===== src/rtl/vga_pkg.sv =====
// Shared VGA timing defaults, total-count helpers and RGB444 color type.
// Imported by vga_pix_div and vga_scan.
package vga_pkg;

    localparam int RGB_W = 12;
    typedef logic [RGB_W-1:0] rgb_t;
    localparam rgb_t RGB_BLACK = 12'h000;

    localparam int DEF_CLK_DIV   = 4;
    localparam int DEF_H_DISPLAY = 640;
    localparam int DEF_H_FRONT   = 16;
    localparam int DEF_H_SYNC    = 96;
    localparam int DEF_H_BACK    = 48;
    localparam int DEF_V_DISPLAY = 480;
    localparam int DEF_V_FRONT   = 10;
    localparam int DEF_V_SYNC    = 2;
    localparam int DEF_V_BACK    = 33;

    function automatic int h_total(int d, int f, int s, int b);
        return d + f + s + b;
    endfunction

    function automatic int v_total(int d, int f, int s, int b);
        return d + f + s + b;
    endfunction

endpackage


===== src/rtl/vga_pix_div.sv =====
// Pixel-clock divider: counts 0..CLK_DIV-1, p_tick high on the last count.
// Ports: clk, reset (async, active-high) in; p_tick out.
module vga_pix_div
    import vga_pkg::*;
#(
    parameter int CLK_DIV = DEF_CLK_DIV
) (
    input  logic clk,
    input  logic reset,
    output logic p_tick
);

    localparam int DW = $clog2(CLK_DIV);
    localparam logic [DW-1:0] DIV_LAST = DW'(CLK_DIV - 1);

    logic [DW-1:0] div;

    always_ff @(posedge clk or posedge reset) begin
        if (reset)
            div <= '0;
        else if (div == DIV_LAST)
            div <= '0;
        else
            div <= div + DW'(1);
    end

    assign p_tick = (div == DIV_LAST);

endmodule


===== src/rtl/vga_scan.sv =====
// VGA raster generator: x/y scan counters, sync pulses and registered RGB.
// Ports: clk, reset (async, active-high), pixel_in, color_fg, color_bg in;
//        x, y, video_on, p_tick, frame_start, hsync, vsync, rgb out.
// Optional macro VGA_SCAN_BORDER_EN draws a 1-pixel fg outline.
module vga_scan
    import vga_pkg::*;
#(
    parameter int CLK_DIV   = DEF_CLK_DIV,
    parameter int H_DISPLAY = DEF_H_DISPLAY,
    parameter int H_FRONT   = DEF_H_FRONT,
    parameter int H_SYNC    = DEF_H_SYNC,
    parameter int H_BACK    = DEF_H_BACK,
    parameter int V_DISPLAY = DEF_V_DISPLAY,
    parameter int V_FRONT   = DEF_V_FRONT,
    parameter int V_SYNC    = DEF_V_SYNC,
    parameter int V_BACK    = DEF_V_BACK
) (
    input  logic             clk,
    input  logic             reset,
    input  logic             pixel_in,
    input  logic [RGB_W-1:0] color_fg,
    input  logic [RGB_W-1:0] color_bg,
    output logic [9:0]       x,
    output logic [9:0]       y,
    output logic             video_on,
    output logic             p_tick,
    output logic             frame_start,
    output logic             hsync,
    output logic             vsync,
    output logic [RGB_W-1:0] rgb
);

    localparam int H_TOTAL =
        h_total(H_DISPLAY, H_FRONT, H_SYNC, H_BACK);
    localparam int V_TOTAL =
        v_total(V_DISPLAY, V_FRONT, V_SYNC, V_BACK);

    localparam logic [9:0] X_LAST = 10'(H_TOTAL - 1);
    localparam logic [9:0] Y_LAST = 10'(V_TOTAL - 1);
    localparam logic [9:0] X_DISP = 10'(H_DISPLAY);
    localparam logic [9:0] Y_DISP = 10'(V_DISPLAY);
    localparam logic [9:0] HS_BEG = 10'(H_DISPLAY + H_FRONT);
    localparam logic [9:0] HS_END = 10'(H_DISPLAY + H_FRONT + H_SYNC - 1);
    localparam logic [9:0] VS_BEG = 10'(V_DISPLAY + V_FRONT);
    localparam logic [9:0] VS_END = 10'(V_DISPLAY + V_FRONT + V_SYNC - 1);

    logic x_wrap;
    logic y_wrap;
    logic pix_sel;
    logic hs_win;
    logic vs_win;
    rgb_t rgb_nxt;

    vga_pix_div #(
        .CLK_DIV (CLK_DIV)
    ) u_div (
        .clk    (clk),
        .reset  (reset),
        .p_tick (p_tick)
    );

    assign x_wrap      = (x == X_LAST);
    assign y_wrap      = (y == Y_LAST);
    assign video_on    = (x < X_DISP) && (y < Y_DISP);
    assign frame_start = p_tick & x_wrap & y_wrap;

    always_ff @(posedge clk or posedge reset) begin
        if (reset) begin
            x <= '0;
            y <= '0;
        end else if (p_tick) begin
            x <= x_wrap ? 10'd0 : x + 10'd1;
            if (x_wrap)
                y <= y_wrap ? 10'd0 : y + 10'd1;
        end
    end

`ifdef VGA_SCAN_BORDER_EN
    // Outline forces the foreground color on the visible-area edge.
    logic border;
    assign border = (x == 10'd0) || (x == X_DISP - 10'd1) ||
                    (y == 10'd0) || (y == Y_DISP - 10'd1);
    assign pix_sel = pixel_in | border;
`else
    assign pix_sel = pixel_in;
`endif

    assign hs_win  = (x >= HS_BEG) && (x <= HS_END);
    assign vs_win  = (y >= VS_BEG) && (y <= VS_END);
    assign rgb_nxt = video_on ? (pix_sel ? color_fg : color_bg)
                              : RGB_BLACK;

    // Output stage lags x/y by one pixel; inputs only sampled on ticks.
    always_ff @(posedge clk or posedge reset) begin
        if (reset) begin
            hsync <= 1'b1;
            vsync <= 1'b1;
            rgb   <= RGB_BLACK;
        end else if (p_tick) begin
            hsync <= ~hs_win;
            vsync <= ~vs_win;
            rgb   <= rgb_nxt;
        end
    end

endmodule


===== config.mk =====
export PLATFORM = sky130hd
export DESIGN_NAME = vga_scan
export DESIGN_NICKNAME = d
export VERILOG_FILES = /design/src/rtl/vga_pkg.sv /design/src/rtl/vga_pix_div.sv /design/src/rtl/vga_scan.sv
export SDC_FILE = /design/constraint.sdc
export NUM_CORES = 1
export LEC_CHECK = 0
export CORE_AREA = 4 4 68 70
export CTS_BUF_LIST = sky130_fd_sc_hd__clkbuf_8
export DETAILED_ROUTE_END_ITERATION = 10
export DIE_AREA = 0 0 72 74
export HOLD_SLACK_MARGIN = 0.02
export PLACE_DENSITY = 0.81
export SLEW_MARGIN = 20
export SYNTH_ARGS = -nofsm -noshare
export SYNTH_HDL_FRONTEND = slang
export SYNTH_HIERARCHICAL = 1
export SYNTH_SLANG_ARGS = --single-unit

===== constraint.sdc =====
create_clock -name clk -period 2.5 [get_ports clk]
set_input_delay 0.75 -clock clk [delete_from_list [all_inputs] [get_ports clk]]
set_output_delay 0.75 -clock clk [all_outputs]
set_load 0.005 [all_outputs]

* After elaboration in Yosys (flattened, before gate mapping)
Cells that the tools add are included.
Widths: inputs -> output; s select.
** Storage, ports and cells
- Flip-flop bits (word level) :: 36
- Bits in latches :: 0
- Bits in writable memories :: 0
- Bits in read-only memories :: 0
- Output and inout bits :: 37
- Word-level logic and storage cells :: 31
- Memories kept :: 0
** Operators by class
- Add/subtract/negate cells :: 3
- Multipliers :: 0
- Div/mod/pow operators :: 0
- Order comparisons :: 6
- Eq/ne operators :: 3
- Shift-type cells :: 0
- Mux-type cells :: 5
- Bitwise gates (word level) :: 4
- Reductions and logical operators :: 4
** Operator list (count)
- $mux 12 :: 2
- $add 10x1->10 const B :: 2
- $eq 10x10->1 const B :: 2
- $mux 10 :: 2
- $ge 10x10->1 const B :: 1
- $ge 10x9->1 const B :: 1
- $le 10x10->1 const B :: 1
- $le 10x9->1 const B :: 1
- $lt 10x10->1 const B :: 1
- $lt 10x9->1 const B :: 1
- $logic_and 1x1->1 :: 3
- $add 2x1->2 const B :: 1
- $and 1x1->1 :: 2
- $eq 2x2->1 const B :: 1
- $mux 2 :: 1
- $not 1->1 :: 2
- $reduce_and 2->1 :: 1

* Depth between registers and ports, before layout
- Depth after elaboration :: 3
- Gate-level depth with buffers :: 7
- Depth with buffers taken out :: 6

* Cells and area by module
Netlist, hierarchy kept.
** By module, submodules not included
- vga_scan :: instances 1, cells each 183, area an instance 1779.2 µm²
- vga_pix_div :: instances 1, cells each 5, area an instance 70.1 µm²

* Least setup slack after synthesis
OpenSTA, ideal clock, no wires.
- Path kind :: register to output
- Start :: register u_div.div[0]
- End :: output port frame_start
- Data arrival time :: 1.449 ns
- Required time :: 1.750 ns
- Setup slack :: 0.301 ns
- Stages on the path, launching flop included :: 7
- Buffers on the path :: 2
- Path through :: dfrtp_1 > ha_1 > buf_2 > nand4_4 > or3_1 > buf_6 > nor2_1
** On the way
- Longest elaborated chain between the ends :: 3
** Ends and longest elaborated chain
- from (decl) :: line vga_pix_div.sv:16 : logic [DW-1:0] div;
- from (signal assigned) :: line vga_pix_div.sv:24 : div <= div + DW'(1);
- $eq 2x2->1 :: line vga_pix_div.sv:27 : assign p_tick = (div == DIV_LAST);
- named net p_tick :: line vga_scan.sv:26 : output logic p_tick,
- $and 1x1->1 (2 in a row) :: line vga_scan.sv:65 : assign frame_start = p_tick & x_wrap & y_wrap;
- to (decl) :: line vga_scan.sv:27 : output logic frame_start,
The timed path passes the listed nets, and every way through them passes these cells.

* Worst setup path in the final report
- Start :: register u_div.div[0]
- End :: output port frame_start
** On the way
- Longest elaborated chain between the ends :: 3
** Ends and longest elaborated chain (line)
- $eq 2x2->1 :: vga_pix_div.sv:27
- $and 1x1->1 (2 in a row) :: vga_scan.sv:65
Every way passes these cells.

==> reports/results.tsv <==
stage	metric	value	unit
setup_path	cp_slowest_cell	or3_1	
synthesis	synth.yosys.seq_area_share	48.8	%
synthesis	synth_nets	220	
timing	hold_viol	0	
synthesis	syn_area	1850	µm²
setup_path	crit_chain	ha_1 > nand4_4 > or3_1 > nor2_2 > buf_2	
floorplan	die_w	72	µm
floorplan	core	3970	µm²
route	drtPass1Iterations	4	
synthesis	synth.area.mux_share	8.39	%
timing	hold_ws	449	ps
synthesis	synth_top_family_by_area	simple AND/OR/NAND/NOR gates	
grt	grt_usage	18.6	%
clock_tree	clock_latency	280	ps
final_layout	final_cell_area	2820	µm²
final_layout	diodes	0	
placement	routabilityCongestion	0.808	
synthesis	synth_edf_count	0	
grt	grt_max_degree	35	
floorplan	io_pins	64	
timing	fin_ws	52.3	ps
timing	slew_violations	0	
grt	globalRoute.totalOverflow	0	
synthesis	synthCells	188	
synthesis	ys_top_cells_by_area	dfrtp_1 (46%), mux2_2 (7.3%), inv_1 (4.3%)	
route	vias	1683	
setup_path	slowest_delay	430	ps
clock_tree	cts_root_buf	clkbuf_8	
placement	dp_slack	-67.9	ps
clock_tree	htreeDepth	2	
placement	dpl.hpwl	3.54	mm
setup_path	arrival	1700	ps
timing	slew-limit-headroom	67.4	%
route	ant_nets	0	
synthesis	ys_types	37	
route	drc	0	
run	cap_violations	0	
final_layout	syn2layout_area_growth	52.7	%
setup_path	cp-start-kind	flip-flop	
pwr	powerDensity	403	nW/µm²
setup_path	crit_type	flip-flop to output pin	
timing	fin_setup_tns	0	ps
synthesis	synth_xor_area_share	5.21	%
clock_tree	clockBufferDepth	2	
clock_tree	clk_pin_slew	60	ps
hold_path	hold_class	flip-flop to flip-flop	
placement	portBuffers	63	
timing	timing.fmax	0.409	GHz
setup_path	required	1750	ps
floorplan	core.rowCount	23	
synthesis	ys.flop_type	dfrtp_1	
synthesis	synth_top_cells_by_count	dfrtp_1 (34), inv_1 (21), nand2_1 (20)	
synthesis	synthAdderAreaFrac	3.38	%
clock_tree	cts.sinks	36	
synthesis	synth_area_leader_cell	dfrtp_1	
timing	clock_skew	5.11	ps
timing	worstMarginPinSlew	488	ps
clock_tree	cts_setup_buffers	0	
setup_path	endpoint_kind	output pin	
synthesis	netlist.area_leader.share	46.0	%
timing	rsz0062_at_grt	true	
clock_tree	cts_buffers	5	
grt	grt_pass1_wl	7.65	mm
synthesis	synth_warnings	6	
synthesis	ys_ff_latch	36	
timing	fin_crit	2450	ps
timing	fin_crit_sh	97.9	%
clock_tree	cts_tree	done	
grt	grt_pass1_vias	1686	
floorplan	dieArea	5330	µm²
grt	antenna_found_initial	0	
placement	place_area	2720	µm²
floorplan	chipHeight	74	µm
floorplan	start_util	46.6	%
synthesis	synth_area_per_cell	9.84	µm²
pwr	p_leak	1.26	nW
route	routed_wl	4.52	mm
final_layout	nets	309	
timing	setup_viol	0	
synthesis	async_flop_share	100	%
final_layout	drive_gt1_share	20.1	%
setup_path	path_max_fanout	2	
route	viasPerCell	5.13	
route	routedWlPerCell	13.8	µm
synthesis	synth.most_common_cell	dfrtp_1	
run_status	status	complete, no violations	
synthesis	synth_compound_area_share	9.20	%
route	dr.first_iter.drc_count	97	
synthesis	yosys.area_share.simple	18.3	%
pwr	max-vdd-ir-drop	0.260	mV
## worst max-delay path, delay by kind of cell (launching register included)
family                     cells  cell delay (ps)
and+or+nand+nor                3              670
adders and majority gates      1              270
buffers and inverters          1              120
DFF                            1              360
## power by group
part	total (mW)	switching (mW)	leakage [nW]	internal (mW)
combinational	0.123	0.0388	0.754	0.0842
clock	0.411	0.195	0.0538	0.216
sequential	0.604	0.00717	0.454	0.597
## cell usage in the layout, fill, tap and decap left out, types with 2 or more instances in the layout
cell type	count
inv_1	22
xor2_1	4
nor2_1	10
clkbuf_8	6
mux2_2	12
mux2i_1	2
clkdlybuf4s50_1	61
and3_1	4
o21ai_0	6
o22ai_1	12
nand4_1	4
or3_1	2
nand3_1	9
buf_4	26
ha_1	4
xnor2_1	7
a21oi_1	3
nor4_1	2
nand2_1	19
dfstp_2	2
dfrtp_1	34
nor3_1	3
and4_1	2
## area by class of cell
| type | count | area, µm² |
|---|---|---|
| flip-flops and latches | 36 | 903 |
| inverters | 21 | 78.8 |
| multi-input cells | 122 | 835 |
| clock buffers | 6 | 82.6 |
| clock inverters | 2 | 7.51 |
| repair buffers | 91 | 855 |
| fillers | 288 | 1150 |
| well taps | 50 | 62.6 |
## state kept, by name, summed over array words and instances (netlist names)
| signal | count |
|---|---|
| u_div/div | 2 |
| y | 10 |
| hsync | 1 |
| vsync | 1 |
| rgb | 12 |
| x | 10 |
## per-stage QoR
step | cells | total power [mW] | utilization (%)
2_1_floorplan | 188 | 0.658 | -
3_3_place_gp | 320 | 0.737 | 68.5
3_5_place_dp | 320 | 0.741 | 68.5
4_1_cts | 328 | 1.15 | 71.0
5_1_grt | 328 | 1.19 | 71.1
6_report | 328 | 1.14 | 71.1
## per-layer routing
metal	vias up	wire length [µm]	GRT usage (%)	part of all wire (%)
met5	-	0	0	0
met4	0	80	6.68	1.8
met3	7	317	4.05	7.0
met2	57	2330	32.6	52
met1	792	1790	22.8	40
li1	827	-	-	-
## cells by family after synthesis
group | after synthesis
multiplexers | 14
AO/OA/AOI/OAI | 28
buffers and inverters | 30
AND/OR/NAND/NOR | 64
XOR/XNOR | 11
adder cells (fa/ha/maj) | 5
flip-flops | 36
## final timing paths
check | from | endpoint | slack (ps) | cells past startpoint
worst max-delay path | u_div/div[0] | frame_start | 50 | 5
min in group asynchronous | reset | u_div/div[0] | 660 | 2
worst max register to register | u_div/div[0] | y[9] | 640 | 6
worst min register to register | u_div/div[0] | u_div/div[0] | 450 | 1
max in group asynchronous | reset | hsync | 1160 | 3
worst min-delay path | u_div/div[0] | u_div/div[0] | 450 | 1
## repair_timing
item,in CTS,in global routing
hold buffers,0,0
gates resized for setup,12,1
pin swaps,1,1
setup endpoints to repair,3,2
endpoints found under the hold margin,0,0
(Power assumes the default switching activity.)
